## src/rtl/ifetch_unit.sv

```systemverilog
// Instruction fetch unit: sequential PC, 2-entry {inst, pc} buffer toward decode, redirect support.
// Optional backpressure counter compiled in with macro IFETCH_STALL_CNT_EN.
module ifetch_unit #(
  parameter logic [31:0] RESET_PC = 32'h0000_0000
) (
  input  logic        clk,
  input  logic        rst_n,
  output logic [31:0] imem_addr,
  input  logic [31:0] imem_data,
  input  logic        redirect_valid,
  input  logic [31:0] redirect_pc,
  output logic        inst_valid,
  input  logic        inst_ready,
  output logic [31:0] inst,
  output logic [31:0] inst_pc,
  output logic [31:0] stall_cycles
);

  localparam logic [31:0] RESET_PC_ALIGNED = {RESET_PC[31:2], 2'b00};

  logic [31:0] r_fetch_pc;
  logic [1:0]  r_count;
  logic        r_wr_ptr;
  logic        r_rd_ptr;
  logic [31:0] r_mem_inst [2];
  logic [31:0] r_mem_pc   [2];

  logic        w_pop;
  logic        w_push;
  logic [1:0]  w_count_next;
  logic        w_unused_bits;

  assign inst_valid = (r_count != 2'd0);
  assign w_pop      = inst_valid && inst_ready;
  assign w_push     = !redirect_valid && ((r_count != 2'd2) || w_pop);
  assign w_count_next = r_count + {1'b0, w_push} - {1'b0, w_pop};

  assign imem_addr  = {r_fetch_pc[31:2], 2'b00};
  // Head is gated so an empty buffer (including reset) presents zeros.
  assign inst       = inst_valid ? r_mem_inst[r_rd_ptr] : 32'h0;
  assign inst_pc    = inst_valid ? r_mem_pc[r_rd_ptr]   : 32'h0;

  assign w_unused_bits = ^{redirect_pc[1:0], r_fetch_pc[1:0]};

  always_ff @(posedge clk or negedge rst_n) begin
    if (!rst_n) begin
      r_fetch_pc <= RESET_PC_ALIGNED;
      r_count    <= 2'd0;
      r_wr_ptr   <= 1'b0;
      r_rd_ptr   <= 1'b0;
    end else if (redirect_valid) begin
      r_fetch_pc <= {redirect_pc[31:2], 2'b00};
      r_count    <= 2'd0;
      r_wr_ptr   <= 1'b0;
      r_rd_ptr   <= 1'b0;
    end else begin
      r_count <= w_count_next;
      if (w_push) begin
        r_fetch_pc <= r_fetch_pc + 32'd4;
        r_wr_ptr   <= ~r_wr_ptr;
      end
      if (w_pop) begin
        r_rd_ptr <= ~r_rd_ptr;
      end
    end
  end

  // Storage needs no reset: entries are only observable through r_count.
  generate
    for (genvar gi = 0; gi < 2; gi++) begin : g_entry
      always_ff @(posedge clk) begin
        if (w_push && (r_wr_ptr == gi[0])) begin
          r_mem_inst[gi] <= imem_data;
          r_mem_pc[gi]   <= r_fetch_pc;
        end
      end
    end
  endgenerate

`ifdef IFETCH_STALL_CNT_EN
  logic [31:0] r_stall_cnt;

  always_ff @(posedge clk or negedge rst_n) begin
    if (!rst_n) begin
      r_stall_cnt <= 32'h0;
    end else if (inst_valid && !inst_ready && (r_stall_cnt != 32'hFFFF_FFFF)) begin
      r_stall_cnt <= r_stall_cnt + 32'd1;
    end
  end

  assign stall_cycles = r_stall_cnt;
`else
  assign stall_cycles = 32'h0;
`endif

endmodule

```

## config.mk

```make
export PLATFORM = sky130hd
export DESIGN_NAME = ifetch_unit
export DESIGN_NICKNAME = d
export VERILOG_FILES = /design/src/rtl/ifetch_unit.sv
export SDC_FILE = /design/constraint.sdc
export NUM_CORES = 1
export LEC_CHECK = 0
export BUFFER_PORTS_ARGS = -buffer_cell sky130_fd_sc_hd__buf_2
export CELL_PAD_IN_SITES_DETAIL_PLACEMENT = 0
export CELL_PAD_IN_SITES_GLOBAL_PLACEMENT = 1
export CORE_MARGIN = 2
export CORE_UTILIZATION = 28
export DETAILED_ROUTE_END_ITERATION = 6
export PLACE_DENSITY_LB_ADDON = 0.05
export SLEW_MARGIN = 15
export SYNTH_ARGS = -nofsm -noshare
export SYNTH_HDL_FRONTEND = slang
export SYNTH_SLANG_ARGS = --single-unit
```

## constraint.sdc

```tcl
create_clock -name clk -period 13.75 [get_ports clk]
set_clock_uncertainty 0.05 [all_clocks]
set_input_delay 2.75 -clock clk [delete_from_list [all_inputs] [get_ports clk]]
set_output_delay 2.75 -clock clk [all_outputs]
set_load 0.005 [all_outputs]
```

==> results of run 1 <==
[cells in the mapped netlist, drive strengths merged]
cell type  count
xor2           7
or3b           1
nor2          88
conb           1
and3           5
clkbuf        23
nand2         20
o41ai          1
mux2i         63
a31oi         18
o21ai         13
and2           1
or4b           2
or3            5
ha             3
nand4         12
dfrtp         34
xnor2          5
a22oi          1
nor2b          2
nor4           1
or4           17
a21oi          1
edfxtp       124
buf           43
nor3b          1
nor4b          1
o31ai         14
inv            4
o211ai         1
and4           3
nand3         15
a211o          1
[critical path, delay by kind of cell]
family                 cells  cell delay [ns]
and+or+nand+nor            2             0.89
buffers and inverters      3             1.49
[report_power, final]
group	internal, mW	switching, mW
Combinational	0.149	0.204
Clock	0.233	0.199
Sequential	0.589	0.0488
[state kept, by name, indices dropped and copies added (netlist names)]
signal      count
r_mem_inst     64
r_rd_ptr        1
r_mem_pc       60
r_wr_ptr        1
r_count         2
r_fetch_pc     30
[cell type report]
class	count	area (sq um)	area share, %
Timing Repair Buffer	161	813	9.62
Multi-Input combinational cell	338	2110	24.9
Inverter	4	15.0	0.178
Clock inverter	15	113	1.33
Clock buffer	17	425	5.03
Sequential cell	158	4580	54.1
Tap cell	324	405	4.79
[worst max-delay path by stage]
stage,from,endpoint,slack (ns)
2_1_floorplan,inst_ready,r_mem_inst[0][0],7.13
3_3_place_gp,redirect_valid,r_mem_inst[0][14],7.99
3_5_place_dp,redirect_valid,r_mem_inst[0][2],8.01
4_1_cts,redirect_valid,r_mem_pc[0][15],8.47
5_1_grt,redirect_valid,r_mem_pc[0][15],8.30
6_report,redirect_valid,r_mem_inst[0][8],8.55
[cells by family after synthesis]
group / synth area share [%]
simple gates: 12.4
fa+ha+maj: 0.541
buf+inv: 5.88
flops: 65.9
other cells: 0.0540
compound gates: 4.62
mux: 9.09
xor+xnor: 1.51
[per-stage QoR]
| step | total power [mW] | setup WS (ns) | std cells | hold slack (ns) |
|---|---|---|---|---|
| 2_1_floorplan | 0.849 | 7.13 | 566 | 0.435 |
| 3_3_place_gp | 1.01 | 7.99 | 985 | 0.497 |
| 3_5_place_dp | 1.02 | 8.01 | 985 | 0.505 |
| 4_1_cts | 1.46 | 8.47 | 1017 | 0.517 |
| 5_1_grt | 1.51 | 8.30 | 1017 | 0.527 |
| 6_report | 1.42 | 8.55 | 1017 | 0.505 |
[layer usage]
layer	up-vias	track usage [%]	part of all wire, %
li1	2192	-	-
met3	12	3.34	4.5
met5	-	0	0
met1	2212	17.3	46
met4	0	4.10	1.0
met2	144	22.3	48
==> results.cfg, run 1 <==
[floorplanning]
std_cell_rows = 57
die_area_sq_mm = 0.0261
die_w_microns = 161
ioPinCount = 197
die_h_microns = 161
floorplan.initialDensity_pct = 28.5
core_sq_mm = 0.0243

[route]
vias = 4560
detailed_route_wire_length_per_cell_microns = 17.0
detail_route.first_pass.iterations = 4
dr.first_iter.drc_count = 203
remaining_drc_errors = 0
drt-vias-per-instance = 4.48
drt.antenna.violating_nets = 0
finalWirelength_microns = 17300

[clock_tree]
clkSinkCount = 158
max-clock-path-buffers = 2
worst_skew_pair.late_latency_ns = 0.42
holdBufCountCts = 0
cts.root.buffer_cell = clkbuf_16
clkTransAtPathRegs_ns = 0.07
post_cts_setup_repair_bufs = 0
cts_repair_resize_count = 0
number_of_h_tree_branching_levels = 4
clock_tree_from_tritoncts = built
num_cts_buffers = 17

[critical_path]
worst-endpoint-arrival_ns = 5.20
critical_path.max_fanout = 40
critPathSlowestCell = nor2_4
worstRegToRegCells = 4
cp_required_ns = 13.75
r2r-start = r_count[1]
critPathLaunchType = primary input
critical_path.endpoint_type = flop
timing.critical_path.slowest_cell_delay_ns = 0.66
critical_path_class = in -> reg
crit-reg2reg-capture = r_mem_inst[0][8]
r2r_setup_slack_ns = 10.74
path_cells = buf_2, inv_2, nand2_1, nor2_4, buf_4

[timing]
fmax_mhz = 192
max_slew_margin_pct = 33.8
timing_hold_violations_final = 0
fin_setup_tns_ns = 0
final_number_of_setup_violating_endpoints = 0
drv_slew = 0
fin_crit_sh_pct = 37.9
tightestPinTransition_ns = 0.994
setup_repair_after_global_routing_missed_its_margin = no
timing.final.crit_period_ns = 5.20

[finish]
stdcell_area_sq_mm = 0.00846
most-common-layout-cells = buf_2 (158), edfxtp_1 (124), nor2_1 (86)
post-route-util_pct = 34.8
layout.filler_cells = 2459
mostFrequentLayoutCell = buf_2
syn_to_final_growth_pct = 21.9
design.final.nets = 751
insertedDiodeCount = 0
layout-drive-gt1-share_pct = 28.4

[min_path]
hold_path.class = reg -> reg
min-delay-start = r_fetch_pc[31]
holdPathEnd = r_mem_pc[0][31]
holdPathStages = 0

[grt]
via_count_of_the_first_global_routing_pass = 4398
grt_max_degree = 64
grt_usage_pct = 13.4
antenna_found_initial = 0
grt_pass1_wl_microns = 26300
overflow_left_after_global_routing = 0

[synthesis]
synth.yosys.seq_area_share_pct = 65.9
synth.largest_area_cell = edfxtp_1
synth_largest_type_area_fraction_pct = 53.7
count_of_unique_library_cells_instantiated_by_yosys = 39
post_synth_inst_count = 531
syn-cell-area_sq_mm = 0.00694
postSynthRegisterBits = 158
ys.warnings.count = 0
synth_top_cells_by_area = edfxtp_1 (54%), dfrtp_1 (12%), mux2i_1 (9.1%), nor2_1 (4.8%), buf_4 (4.0%)
syn_avg_cell_area_sq_um = 13.1

[placed_design]
area_after_detailed_placement_sq_mm = 0.00792
port-buffer-count = 158
globalplace.congestion = 0.687
dp.final_hpwl_microns = 11100

[power_and_ir_drop]
vdd_drop_max_mv = 0.0931
leakagePower_nw = 3.26
pwr_density_cell_mw_per_mm2 = 168

[run]
max-cap-violations = 0

[outcome]
status = finished, final reports clean
No activity file was read; power rests on OpenSTA's default activity.
==> inputs of run 2 (changes only) <==
--- a/config.mk
+++ b/config.mk
@@ -5,6 +5,7 @@
 export SDC_FILE = /design/constraint.sdc
 export NUM_CORES = 1
 export LEC_CHECK = 0
+export ABC_AREA = 1
 export BUFFER_PORTS_ARGS = -buffer_cell sky130_fd_sc_hd__buf_2
 export CELL_PAD_IN_SITES_DETAIL_PLACEMENT = 0
 export CELL_PAD_IN_SITES_GLOBAL_PLACEMENT = 1
==> constraint.sdc (replaced) <==
create_clock -name clk -period 4.47 [get_ports clk]
set_clock_uncertainty 0.05 [all_clocks]
set_input_delay 0.894 -clock clk [delete_from_list [all_inputs] [get_ports clk]]
set_output_delay 0.894 -clock clk [all_outputs]
set_load 0.005 [all_outputs]
==> run 2 against run 1 <==
Against the previous run: area after synthesis grew 3.8%; die area up 3.7%; register-to-register slack lost 8.4 ns; worst hold slack gained 0.036 ns; highest routed layer unchanged; synthesized cell count is 37% higher; setup slack got worse by 7.2 ns.
==> results.cfg, run 2 <==
[critical_path]
critical_path_class = reg -> out
critical_path.max_fanout = 45
critPathLaunchType = flop
worst-endpoint-arrival_ns = 2.17
cp_required_ns = 3.53
critical_path.endpoint_type = output port

[timing]
whs_ns = 0.541
timing.final.crit_period_ns = 3.12
tightestPinTransition_ns = 0.884
setup_repair_after_global_routing_missed_its_margin = no
final.setup.worst_slack_ns = 1.35
fin_setup_tns_ns = 0
final_number_of_setup_violating_endpoints = 0
fin_crit_sh_pct = 69.7
fmax_mhz = 321
drv_slew = 0
max_slew_margin_pct = 41.1
timing_hold_violations_final = 0

[route]
detail_route.first_pass.iterations = 4
wl_met1_microns = 9500
dr.first_iter.drc_count = 232
drt.antenna.violating_nets = 0
dr.max_layer_used = met4
dr_wl_met3_microns = 1100
drt-vias-per-instance = 4.37
remaining_drc_errors = 0
dr_wl_met2_microns = 9270
vias = 5360
finalWirelength_microns = 20000
detailed_route_wire_length_per_cell_microns = 16.3

[synthesis]
count_of_unique_library_cells_instantiated_by_yosys = 31
synth_top_flop_cell = edfxtp_1
ys.warnings.count = 0
synth_largest_type_area_fraction_pct = 51.7
synth_top_cells_by_area = edfxtp_1 (52%), nand2_1 (14%), dfrtp_1 (12%), a21oi_1 (4.5%), buf_4 (3.8%)
syn-cell-area_sq_mm = 0.00720
proportion_of_synthesized_flip_flops_having_asynchronous_set_or_reset_pct = 21.5
synth.largest_area_cell = edfxtp_1
count_leader_synth = nand2_1
post_synth_inst_count = 727
syn_avg_cell_area_sq_um = 9.91
synth_enable_flop_cells = 124
synth.yosys.seq_area_share_pct = 63.5
synth_commonest_cells = nand2_1 (270), edfxtp_1 (124), a21oi_1 (65), nor2_1 (50)
postSynthRegisterBits = 158

[placed_design]
place_inst = 1194
area_after_detailed_placement_sq_mm = 0.00826
dp_worst_setup_slack_ns = 1.66
dp.final_hpwl_microns = 13100
globalplace.congestion = 0.780
port-buffer-count = 158

[power_and_ir_drop]
total_power_mw = 4.67
pwr_density_cell_mw_per_mm2 = 528
vdd_drop_max_mv = 0.288
leakagePower_nw = 3.74

[grt]
via_count_of_the_first_global_routing_pass = 5276
antenna_found_initial = 0
grt_pass1_wl_microns = 30300
grt_usage_pct = 15.0
grt_max_degree = 65
overflow_left_after_global_routing = 0

[clock_tree]
number_of_h_tree_branching_levels = 4
clkSinkCount = 158
clock_tree_from_tritoncts = built
cts_repair_resize_count = 0
max-clock-path-buffers = 2
post_cts_setup_repair_bufs = 0
holdBufCountCts = 0
worst_skew_pair.late_latency_ns = 0.42
num_cts_buffers = 17
clkTransAtPathRegs_ns = 0.07
cts.root.buffer_cell = clkbuf_16

[floorplanning]
floorplan.initialDensity_pct = 28.5
die_area_sq_mm = 0.0270
die_w_microns = 164
die_h_microns = 164
std_cell_rows = 58
core_sq_mm = 0.0253
ioPinCount = 197

[finish]
most-common-layout-cells = nand2_1 (270), buf_2 (158), edfxtp_1 (124)
max_flop_register = r_mem_inst
syn_to_final_growth_pct = 22.8
layout.filler_cells = 2625
largest_register_ffs = 64
layout-drive-gt1-share_pct = 24.2
mostFrequentLayoutCell = nand2_1
stdcell_count = 1226
design.final.nets = 954
insertedDiodeCount = 0
stdcell_area_sq_mm = 0.00884
register_area_sq_mm = 0.00458
post-route-util_pct = 35.0
area_of_the_multi_input_gates_sq_mm = 0.00229
reg_top3 = r_mem_inst (64), r_mem_pc (60), r_fetch_pc (30)

[outcome]
status = finished, final reports clean

[run]
max-cap-violations = 0

[min_path]
hold_path.class = in -> async
run 2: cell types whose count changed after synthesis, sizes merged, moves of 7 or more:
cell | before | now
o31ai | 14 | 0
nand2 | 20 | 275
clkbuf | 23 | 16
or4 | 17 | 0
nand3 | 15 | 36
mux2i | 63 | 0
o21ai | 13 | 3
nor2 | 88 | 60
inv | 4 | 31
a31oi | 18 | 1
nand4 | 12 | 1
a21oi | 1 | 65
run 2: cells by family after synthesis:
| group | share of synthesized area (%) |
|---|---|
| DFF | 63.5 |
| AOI/OAI and AO/OA | 5.98 |
| and+or+nand+nor | 21.6 |
| other | 0.0521 |
| adders and majority gates | 0.521 |
| xor gates and xnor gates | 1.58 |
| buffers and inverters | 6.81 |
run 2: final cells by class:
cell class / count / share of cell area (%)
sequential: 158 / 51.7
multi-input combinational: 511 / 25.9
timing repair buffer: 164 / 9.74
clock buffer: 18 / 4.85
tap: 330 / 4.67
clock inverter: 14 / 1.73
inverter: 31 / 1.34
run 2: metal layers:
metal	vias to the layer above	global-route usage, %
li1	2655	-
met2	147	24.0
met5	-	0
met4	0	2.96
met3	10	3.42
met1	2548	20.9
run 2: final timing paths:
check | startpoint | end | slack (ns) | cells past startpoint
setup / recovery | r_count[1] | inst_pc[22] | 1.35 | 4
hold / removal | rst_n | r_fetch_pc[26] | 0.54 | 1
setup reg to reg | r_count[1] | r_mem_pc[0][6] | 2.36 | 6
hold reg to reg | r_fetch_pc[31] | r_mem_pc[0][31] | 0.55 | 0
max in group asynchronous | rst_n | r_rd_ptr | 3.20 | 1
min in group clk | r_fetch_pc[31] | r_mem_pc[0][31] | 0.55 | 0
run 2: worst max-delay path, stage by stage, from the launching register on:
cell     delay, ns
dfrtp_1       0.43
nor2_4        0.45
buf_4         0.56
a21oi_1       0.12
buf_2         0.16
run 2: where the power goes:
| group | internal, mW | switching, mW |
|---|---|---|
| Clock | 0.790 | 0.650 |
| Sequential | 1.83 | 0.152 |
| Combinational | 0.437 | 0.806 |
==> inputs of run 3 (changes only) <==
--- a/config.mk
+++ b/config.mk
@@ -5,7 +5,7 @@
 export SDC_FILE = /design/constraint.sdc
 export NUM_CORES = 1
 export LEC_CHECK = 0
-export ABC_AREA = 1
+export ABC_AREA = 0
 export BUFFER_PORTS_ARGS = -buffer_cell sky130_fd_sc_hd__buf_2
 export CELL_PAD_IN_SITES_DETAIL_PLACEMENT = 0
 export CELL_PAD_IN_SITES_GLOBAL_PLACEMENT = 1
==> constraint.sdc (replaced) <==
create_clock -name clk -period 2.5 [get_ports clk]
set_clock_uncertainty 0.05 [all_clocks]
set_input_delay 0.5 -clock clk [delete_from_list [all_inputs] [get_ports clk]]
set_output_delay 0.5 -clock clk [all_outputs]
set_load 0.005 [all_outputs]
==> run 3 against run 2 <==
Against the previous run: first-iteration DRC count down 5.6%; worst hold slack worse by 0.53 ns; global-route usage down 1.5 points; largest cell class unchanged; setup slack worse by 1.2 ns; sequential share of layout area up 0.95 points; count of clock-buffer cells in the layout down 1.
==> results.cfg, run 3 (synthesized netlist as in run 1, its figures left out) <==
[clock_tree]
worst_skew_pair.late_latency_ns = 0.42
cts.root.buffer_cell = clkbuf_16
max-clock-path-buffers = 2
num_cts_buffers = 17
clkTransAtPathRegs_ns = 0.06
number_of_h_tree_branching_levels = 4
clkSinkCount = 158
clock_tree_from_tritoncts = built

[critical_path]
critPathSlowestCell = dfrtp_1
cp_required_ns = 1.95
critical_path.endpoint_type = output port
worst-endpoint-arrival_ns = 1.75
critical_path.max_fanout = 40
critical_path_class = reg -> out
path_cells = nor2_4, buf_4, nor2_1, buf_2
path_delay_family = buffers and inverters
timing.critical_path.slowest_cell_delay_ns = 0.43
worst-path-buf-inv = 2
critPathLaunchType = flop

[timing]
setup_repair_after_global_routing_missed_its_margin = no
final_number_of_setup_violating_endpoints = 0
fin_crit_sh_pct = 92.1
tightestPinTransition_ns = 0.966
drv_slew = 0
timing.final.crit_period_ns = 2.30
fin_setup_tns_ns = 0
timing_hold_violations_final = 0
whs_ns = 0.0148
fmax_mhz = 434
max_slew_margin_pct = 35.6

[finish]
insertedDiodeCount = 0
largest_register_ffs = 64
layout-drive-gt1-share_pct = 31.1
max_flop_register = r_mem_inst
mostFrequentLayoutCell = buf_2
register_area_sq_mm = 0.00458
syn_to_final_growth_pct = 25.2
design.final.nets = 777
most-common-layout-cells = buf_2 (158), edfxtp_1 (124), nor2_1 (86)
reg_top3 = r_mem_inst (64), r_mem_pc (60), r_fetch_pc (30)
layout.filler_cells = 2471
post-route-util_pct = 35.7
area_of_the_multi_input_gates_sq_mm = 0.00211

[route]
drt-vias-per-instance = 4.49
finalWirelength_microns = 17300
drt.antenna.violating_nets = 0
dr.first_iter.drc_count = 219
vias = 4678
detailed_route_wire_length_per_cell_microns = 16.6
remaining_drc_errors = 0
detail_route.first_pass.iterations = 4

[power_and_ir_drop]
total_power_mw = 7.98
pwr_density_cell_mw_per_mm2 = 918
leakagePower_nw = 3.39
vdd_drop_max_mv = 0.360

[grt]
grt_pass1_wl_microns = 26200
overflow_left_after_global_routing = 0
grt_usage_pct = 13.4
grt_max_degree = 63
via_count_of_the_first_global_routing_pass = 4526
antenna_found_initial = 0

[placed_design]
port-buffer-count = 158
dp.final_hpwl_microns = 11700
globalplace.congestion = 0.721

[floorplanning]
std_cell_rows = 57
die_area_sq_mm = 0.0261
core_sq_mm = 0.0243
ioPinCount = 197
die_w_microns = 161
die_h_microns = 161
floorplan.initialDensity_pct = 28.5

[outcome]
status = finished, final reports clean

[min_path]
hold_path.class = in -> async

[run]
max-cap-violations = 0
-- run 3: changes by cell type in the layout (fill, tap and decap cells not counted), moves of 14 or more --
| cell | delta |
|---|---|
| nand2_1 | -250 |
| a21oi_1 | -64 |
| mux2i_1 | +63 |
| nor2_1 | +39 |
| inv_1 | -26 |
| nand3_1 | -23 |
| buf_4 | +22 |
| a31oi_1 | +17 |
| or4_1 | +17 |
| o31ai_1 | +14 |
-- run 3: path summary, 6_finish.rpt --
| check | cells after the start | start | slack, ns | endpoint |
|---|---|---|---|---|
| setup / recovery | 4 | r_count[1] | 0.20 | inst_pc[19] |
| hold / removal | 1 | rst_n | 0.01 | r_fetch_pc[3] |
| setup reg to reg | 4 | r_fetch_pc[11] | 0.20 | r_fetch_pc[28] |
| hold reg to reg | 0 | r_fetch_pc[31] | 0.47 | r_mem_pc[1][31] |
| max in group asynchronous | 2 | rst_n | 1.76 | r_fetch_pc[10] |
| min in group clk | 1 | imem_data[28] | 0.21 | r_mem_inst[1][28] |
-- run 3: cell type report --
| type | count | share of cell area [%] |
|---|---|---|
| Timing Repair Buffer | 187 | 12.0 |
| Clock buffer | 17 | 4.90 |
| Clock inverter | 14 | 1.25 |
| Multi-Input combinational cell | 338 | 24.3 |
| Sequential cell | 158 | 52.7 |
| Tap cell | 324 | 4.67 |
| Inverter | 4 | 0.173 |
-- run 3: worst reg2reg max path, cell delays in order (launching register included) --
cell and delay (ns):
dfrtp_1 0.54, nand3_4 0.16, or4_1 0.74, or4_1 0.55, a31oi_1 0.19
-- run 3: metal layers --
metal | global-route usage (%) | wire length [microns] | vias up
li1 | - | - | 2245
met1 | 18.1 | 7740 | 2263
met2 | 21.2 | 8350 | 157
met3 | 3.21 | 1000 | 13
met4 | 4.46 | 207 | 0
met5 | 0 | 0 | -
-- run 3: metrics by stage --
step,cell area [sq um],setup WS [ns],std cells
final,8690,0.198,1042
after floorplan,7090,0.0736,566
after global placement,8090,0.233,1003
after detailed placement,8090,0.181,1003
after global routing,8690,0.0513,1042
after CTS,8630,0.0938,1034
-- run 3: timing repair --
action	4_1_cts	5_1_grt
hold buffers	0	0
setup buffers	0	8
endpoints found under the setup margin	0	1
resized for setup	0	0
-- run 3: where the power goes --
part | internal, mW | leakage (nW) | total [mW] | switching, mW
combinational | 0.959 | 1.58 | 2.20 | 1.24
clock | 1.28 | 0.251 | 2.36 | 1.08
sequential | 3.24 | 1.55 | 3.42 | 0.184
